[config.mk]
export PLATFORM = sky130hd
export DESIGN_NAME = noc_link_tx
export DESIGN_NICKNAME = d
export VERILOG_FILES = /design/src/rtl/noc_pkg.sv /design/src/rtl/noc_tx_skid.sv /design/src/rtl/noc_link_tx.sv
export SDC_FILE = /design/constraint.sdc
export NUM_CORES = 1
export LEC_CHECK = 0
export ABC_AREA = 1
export CELL_PAD_IN_SITES_DETAIL_PLACEMENT = 1
export CELL_PAD_IN_SITES_GLOBAL_PLACEMENT = 1
export CORE_MARGIN = 2
export CORE_UTILIZATION = 38
export DETAILED_ROUTE_END_ITERATION = 8
export GPL_ROUTABILITY_DRIVEN = 0
export PLACE_DENSITY = 0.89
export SLEW_MARGIN = 5
export SYNTH_ARGS = -nofsm -noshare
export SYNTH_HDL_FRONTEND = slang
export SYNTH_SLANG_ARGS = --single-unit
[constraint.sdc]
create_clock -name clk -period 2.6 [get_ports clk]
set_input_delay 0.26 -clock clk [delete_from_list [all_inputs] [get_ports clk]]
set_output_delay 0.26 -clock clk [all_outputs]
set_load 0.02 [all_outputs]
[src/rtl/noc_pkg.sv]
// Shared NoC link definitions: flit type codes, type field width, default sizes.
// Used by noc_link_tx and noc_tx_skid; the optional LINK_PARITY_EN build adds no package content.
package noc_pkg;

    localparam int NOC_DATA_WIDTH = 32;
    localparam int NOC_CREDIT_MAX = 8;
    localparam int NOC_CNT_W      = 4;

    // Flit type occupies the top FLIT_TYPE_W bits of each flit
    localparam int FLIT_TYPE_W    = 2;

    typedef enum logic [FLIT_TYPE_W-1:0] {
        FLIT_BODY   = 2'b00,
        FLIT_HEAD   = 2'b01,
        FLIT_TAIL   = 2'b10,
        FLIT_SINGLE = 2'b11
    } flit_type_e;

    typedef enum logic {
        ST_IDLE = 1'b0,
        ST_PKT  = 1'b1
    } tx_state_e;

endpackage

[src/rtl/noc_tx_skid.sv]
// Two-entry skid buffer with bypass. When empty and the consumer is ready, the
// incoming flit goes straight through; otherwise it is queued in arrival order.
module noc_tx_skid
    import noc_pkg::*;
#(
    parameter int DATA_WIDTH = NOC_DATA_WIDTH
) (
    input  logic                  clk,
    input  logic                  rst,
    input  logic                  in_valid_i,
    input  logic [DATA_WIDTH-1:0] in_data_i,
    input  logic                  out_ready_i,
    output logic [DATA_WIDTH-1:0] out_data_o,
    output logic [1:0]            count_o
);

    logic [1:0][DATA_WIDTH-1:0] mem_q, mem_d;
    logic [1:0]                 cnt_q, cnt_d;
    logic                       push, pop;

    // Arriving data is only stored when it is not consumed through the bypass
    assign pop  = out_ready_i && (cnt_q != 2'd0);
    assign push = in_valid_i && !(out_ready_i && (cnt_q == 2'd0));

    always_comb begin
        mem_d = mem_q;
        cnt_d = cnt_q;
        if (pop) begin
            mem_d[0] = mem_q[1];
            cnt_d    = cnt_d - 2'd1;
        end
        if (push) begin
            mem_d[cnt_d[0]] = in_data_i;
            cnt_d           = cnt_d + 2'd1;
        end
    end

    always_ff @(posedge clk) begin
        if (rst) begin
            mem_q <= '0;
            cnt_q <= 2'd0;
        end else begin
            mem_q <= mem_d;
            cnt_q <= cnt_d;
        end
    end

    assign out_data_o = (cnt_q != 2'd0) ? mem_q[0] : in_data_i;
    assign count_o    = cnt_q;

endmodule

[src/rtl/noc_link_tx.sv]
// Router output link transmitter: FIFO drain, credit flow control, wormhole framing check.
// Define LINK_PARITY_EN to add a registered even-parity output alongside link_flit.
module noc_link_tx
    import noc_pkg::*;
#(
    parameter int DATA_WIDTH = NOC_DATA_WIDTH,
    parameter int CREDIT_MAX = NOC_CREDIT_MAX,
    parameter int CNT_W      = NOC_CNT_W
) (
    input  logic                  clk,
    input  logic                  rst,
    input  logic                  fifo_empty,
    output logic                  fifo_rd_en,
    input  logic [DATA_WIDTH-1:0] fifo_rd_data,
    output logic                  link_valid,
    output logic [DATA_WIDTH-1:0] link_flit,
    input  logic                  credit_in,
    output logic [CNT_W-1:0]      credit_cnt,
    output logic                  pkt_active,
    output logic                  credit_err,
`ifdef LINK_PARITY_EN
    output logic                  link_parity,
`endif
    output logic                  proto_err
);

    localparam logic [CNT_W-1:0] CREDIT_FULL = CNT_W'(CREDIT_MAX);

    logic                  inflight_q;
    logic                  link_valid_q;
    logic [DATA_WIDTH-1:0] link_flit_q;
    logic [CNT_W-1:0]      credit_q, credit_d;
    logic                  credit_err_q, credit_err_d;
    logic                  proto_err_q, proto_err_d;
    tx_state_e             state_q, state_d;

    logic [1:0]            skid_cnt;
    logic [1:0]            occ, occ_left;
    logic                  send;
    logic [DATA_WIDTH-1:0] head_flit;
    flit_type_e            ftype;

    // Occupancy counts the read already issued to the FIFO, so the skid can never overflow
    assign occ        = skid_cnt + {1'b0, inflight_q};
    assign send       = (occ != 2'd0) && (credit_q != '0);
    assign occ_left   = occ - {1'b0, send};
    assign fifo_rd_en = !rst && !fifo_empty && (occ_left < 2'd2);

    noc_tx_skid #(
        .DATA_WIDTH (DATA_WIDTH)
    ) u_skid (
        .clk         (clk),
        .rst         (rst),
        .in_valid_i  (inflight_q),
        .in_data_i   (fifo_rd_data),
        .out_ready_i (send),
        .out_data_o  (head_flit),
        .count_o     (skid_cnt)
    );

    assign ftype = flit_type_e'(head_flit[DATA_WIDTH-1 -: FLIT_TYPE_W]);

    // A return arriving together with a send is a legal exchange even at the full count
    always_comb begin
        credit_d     = credit_q;
        credit_err_d = credit_err_q;
        case ({credit_in, send})
            2'b10: begin
                if (credit_q == CREDIT_FULL) credit_err_d = 1'b1;
                else                         credit_d     = credit_q + 1'b1;
            end
            2'b01:   credit_d = credit_q - 1'b1;
            default: ;
        endcase
    end

    always_comb begin
        state_d     = state_q;
        proto_err_d = proto_err_q;
        if (send) begin
            unique case (state_q)
                ST_IDLE: begin
                    unique case (ftype)
                        FLIT_HEAD:   state_d = ST_PKT;
                        FLIT_SINGLE: state_d = ST_IDLE;
                        default:     proto_err_d = 1'b1;
                    endcase
                end
                ST_PKT: begin
                    unique case (ftype)
                        FLIT_BODY: state_d = ST_PKT;
                        FLIT_TAIL: state_d = ST_IDLE;
                        default:   proto_err_d = 1'b1;
                    endcase
                end
                default: state_d = ST_IDLE;
            endcase
        end
    end

    always_ff @(posedge clk) begin
        if (rst) begin
            inflight_q   <= 1'b0;
            link_valid_q <= 1'b0;
            link_flit_q  <= '0;
            credit_q     <= CREDIT_FULL;
            credit_err_q <= 1'b0;
            proto_err_q  <= 1'b0;
            state_q      <= ST_IDLE;
        end else begin
            inflight_q   <= fifo_rd_en;
            link_valid_q <= send;
            if (send) link_flit_q <= head_flit;
            credit_q     <= credit_d;
            credit_err_q <= credit_err_d;
            proto_err_q  <= proto_err_d;
            state_q      <= state_d;
        end
    end

`ifdef LINK_PARITY_EN
    logic parity_q;

    always_ff @(posedge clk) begin
        if (rst)       parity_q <= 1'b0;
        else if (send) parity_q <= ^head_flit;
    end

    assign link_parity = parity_q;
`endif

    assign link_valid = link_valid_q;
    assign link_flit  = link_flit_q;
    assign credit_cnt = credit_q;
    assign pkt_active = (state_q == ST_PKT);
    assign credit_err = credit_err_q;
    assign proto_err  = proto_err_q;

endmodule

==> impl_metrics.json <==
{
  "status": "finished, final reports clean",
  "cts_setup_buffers": 0,
  "tns_ns": 0,
  "drtAntennaViolNets": 0,
  "p_leak_nw": 2.22,
  "io_pins": 77,
  "synth_nets": 684,
  "cts-resized-gates": 0,
  "numClockSinks": 107,
  "crit_arrival_ns": 2.56,
  "min_path_cells": 2,
  "p_per_area_nw_per_um2": 1220,
  "wl_um": 13500,
  "hold-worst-slack_ns": 0.132,
  "drc": 0,
  "synth_area_um2": 4600,
  "slowest_stage": "dfxtp_1",
  "antenna_found_initial": 0,
  "crit_path_cell_trace": "inv_1 -> ha_1 -> inv_1 -> nand3_2 -> nand2_1 -> nand2_2 -> inv_1 -> ha_2 -> clkinv_1 -> buf_6 -> o21ai_0 -> a21oi_1",
  "vias": 4495,
  "cts-buffers-inserted": 9,
  "clk-insertion-delay-late_ns": 0.36,
  "grt_overflow": 0,
  "post-place-ws_ns": 0.157,
  "chipWidth_um": 114,
  "drt-pass1-iter-count": 4,
  "synth_cell_types": 33,
  "syn_avg_cell_area_um2": 7.14,
  "num-nets-final": 743,
  "cts-root-buf": "clkbuf_16",
  "grt_pass1_vias": 4663,
  "syn_to_final_growth_pct": 24.4,
  "clk_pin_slew_ns": 0.07,
  "relSlewSlack": 0.674,
  "worst_pin_slew_ns": 0.488,
  "grt_usage": 0.214,
  "regToRegSetupSlack_ns": 0.26,
  "core_um2": 11900,
  "rows": 40,
  "min-delay-path-class": "input port to flop",
  "ys_ff_latch": 107,
  "routedWlPerCell_um": 15.7,
  "postPlaceCellArea_um2": 5420,
  "port_buffers": 76,
  "chipHeight_um": 114,
  "layout_common_cells": "173 x nand2_1, 107 x dfxtp_1, 81 x nor2_1",
  "grt_max_degree": 61,
  "slew_viol_final": 0,
  "ir_drop_mv": 0.428,
  "worstPathRequired_ns": 2.83,
  "clk_path_buf_depth": 2,
  "ys_warn_count": 0,
  "num_antenna_cells": 0,
  "dp_hpwl_um": 9000,
  "routed_via_density": 5.26,
  "drive_gt1_frac": 0.0636,
  "synth-seq-area-share": 0.466,
  "hold_violations": 0,
  "htree_levels": 3,
  "critical_path_class": "flop to flop",
  "fmax_ghz": 0.428,
  "die_area_um2": 13000,
  "fin_crit_sh": 0.899,
  "hold_buffers": 0,
  "end_kind": "flop",
  "grt_pass1_wl_um": 22300,
  "syn-instance-count": 644,
  "cpPeakStageDelay_ns": 0.38,
  "setup_viol": 0,
  "layout_setup_ws_ns": 0.263,
  "drtIter0Drc": 174,
  "grt_setup_unrepaired": "no",
  "cp_common_cell": "inv_1",
  "fillers": 1516,
  "fin_area_um2": 5720,
  "layout_commonest_cell": "nand2_1",
  "cts_tree": "done",
  "critPathLaunchType": "flop",
  "reg2regPathDepth": 12,
  "initial_utilization": 0.386,
  "skew_ns": 0.00923,
  "post-route-min-period_ns": 2.34,
  "drv_cap": 0,
  "crit_path_max_fanout": 44
}
-- state kept, by name (all words and copies together) (netlist names) --
name and flops:
u_skid.mem_q 64, link_flit 32, credit_cnt 4, u_skid.count_o 2, credit_err 1, inflight_q 1
link_valid 1, pkt_active 1, proto_err 1
-- Yosys cell counts, drive strengths merged --
cell    instances  area (µm²)
a21oi          33         165
a22oi           1        7.51
a31oi          30         188
buf            19         125
clkbuf         20        76.3
clkinv          1        3.75
dfxtp         107        2140
ha              4        50.1
inv            54         205
mux2i           1        10.0
nand2         179         697
nand3          11        77.6
nand3b          1        7.51
nand4           6        37.5
nor2           83         322
nor3            3        15.0
o21a            1        7.51
o21ai          87         435
or2             1        6.26
xnor2           1        8.76
xor2            1        8.76
-- power breakdown --
group	leakage, nW	switching (mW)	total (mW)	internal [mW]
Combinational	1.21	2.07	3.22	1.15
Clock	0.142	0.659	1.35	0.694
Sequential	0.874	0.274	2.40	2.12
Total	2.22	3.01	6.97	3.96
-- stage by stage --
stage	util	power, mW	cells
floorplan	-	4.53	644
global placement	0.455	5.41	839
detailed placement	0.455	5.62	839
CTS	0.479	7.01	855
global route	0.480	7.50	855
finish	0.480	6.97	855
-- layer usage --
| metal | vias to the layer above | part of all wire | global-route usage |
|---|---|---|---|
| met2 | 69 | 0.53 | 0.390 |
| met3 | 24 | 0.020 | 0.0282 |
| met5 | - | 0 | 0 |
| met1 | 2211 | 0.43 | 0.250 |
| met4 | 0 | 0.028 | 0.0967 |
| li1 | 2191 | - | - |
-- cells by family (layout without fill, tap and decap cells) --
| logic type | after synthesis | after routing | synth area share |
|---|---|---|---|
| adders and majority gates | 4 | 4 | 0.0109 |
| AOI/OAI and AO/OA | 152 | 152 | 0.175 |
| DFF | 107 | 107 | 0.466 |
| buffers and inverters | 94 | 158 | 0.0893 |
| xor gates and xnor gates | 2 | 2 | 0.00381 |
| muxes | 1 | 1 | 0.00218 |
| and+or+nand+nor | 284 | 284 | 0.253 |
-- area by class of cell --
class | instances | area [µm²] | share of cell area
clock buffer | 10 | 239 | 0.0418
timing repair buffer | 87 | 846 | 0.148
sequential | 107 | 2140 | 0.375
clock inverter | 6 | 53.8 | 0.00941
inverter | 55 | 209 | 0.0365
multi-input combinational | 443 | 2050 | 0.358
tap | 147 | 184 | 0.0322
-- path summary, 6_finish.rpt --
kind,from,endpoint
worst min register to register,u_skid.mem_q[52],u_skid.mem_q[52]
worst max-delay path,u_skid.count_o[0],u_skid.mem_q[49]
worst max register to register,u_skid.count_o[0],u_skid.mem_q[49]
worst min-delay path,rst,proto_err
-- worst max-delay path, delay by kind of cell (launching register included) --
family                     cells  cell delay, ns
DFF                            1            0.38
buffers and inverters          5            0.71
adders and majority gates      2            0.54
AOI/OAI and AO/OA              2            0.28
and+or+nand+nor                3            0.29
Note: power is estimated with default switching activity, not from simulation.
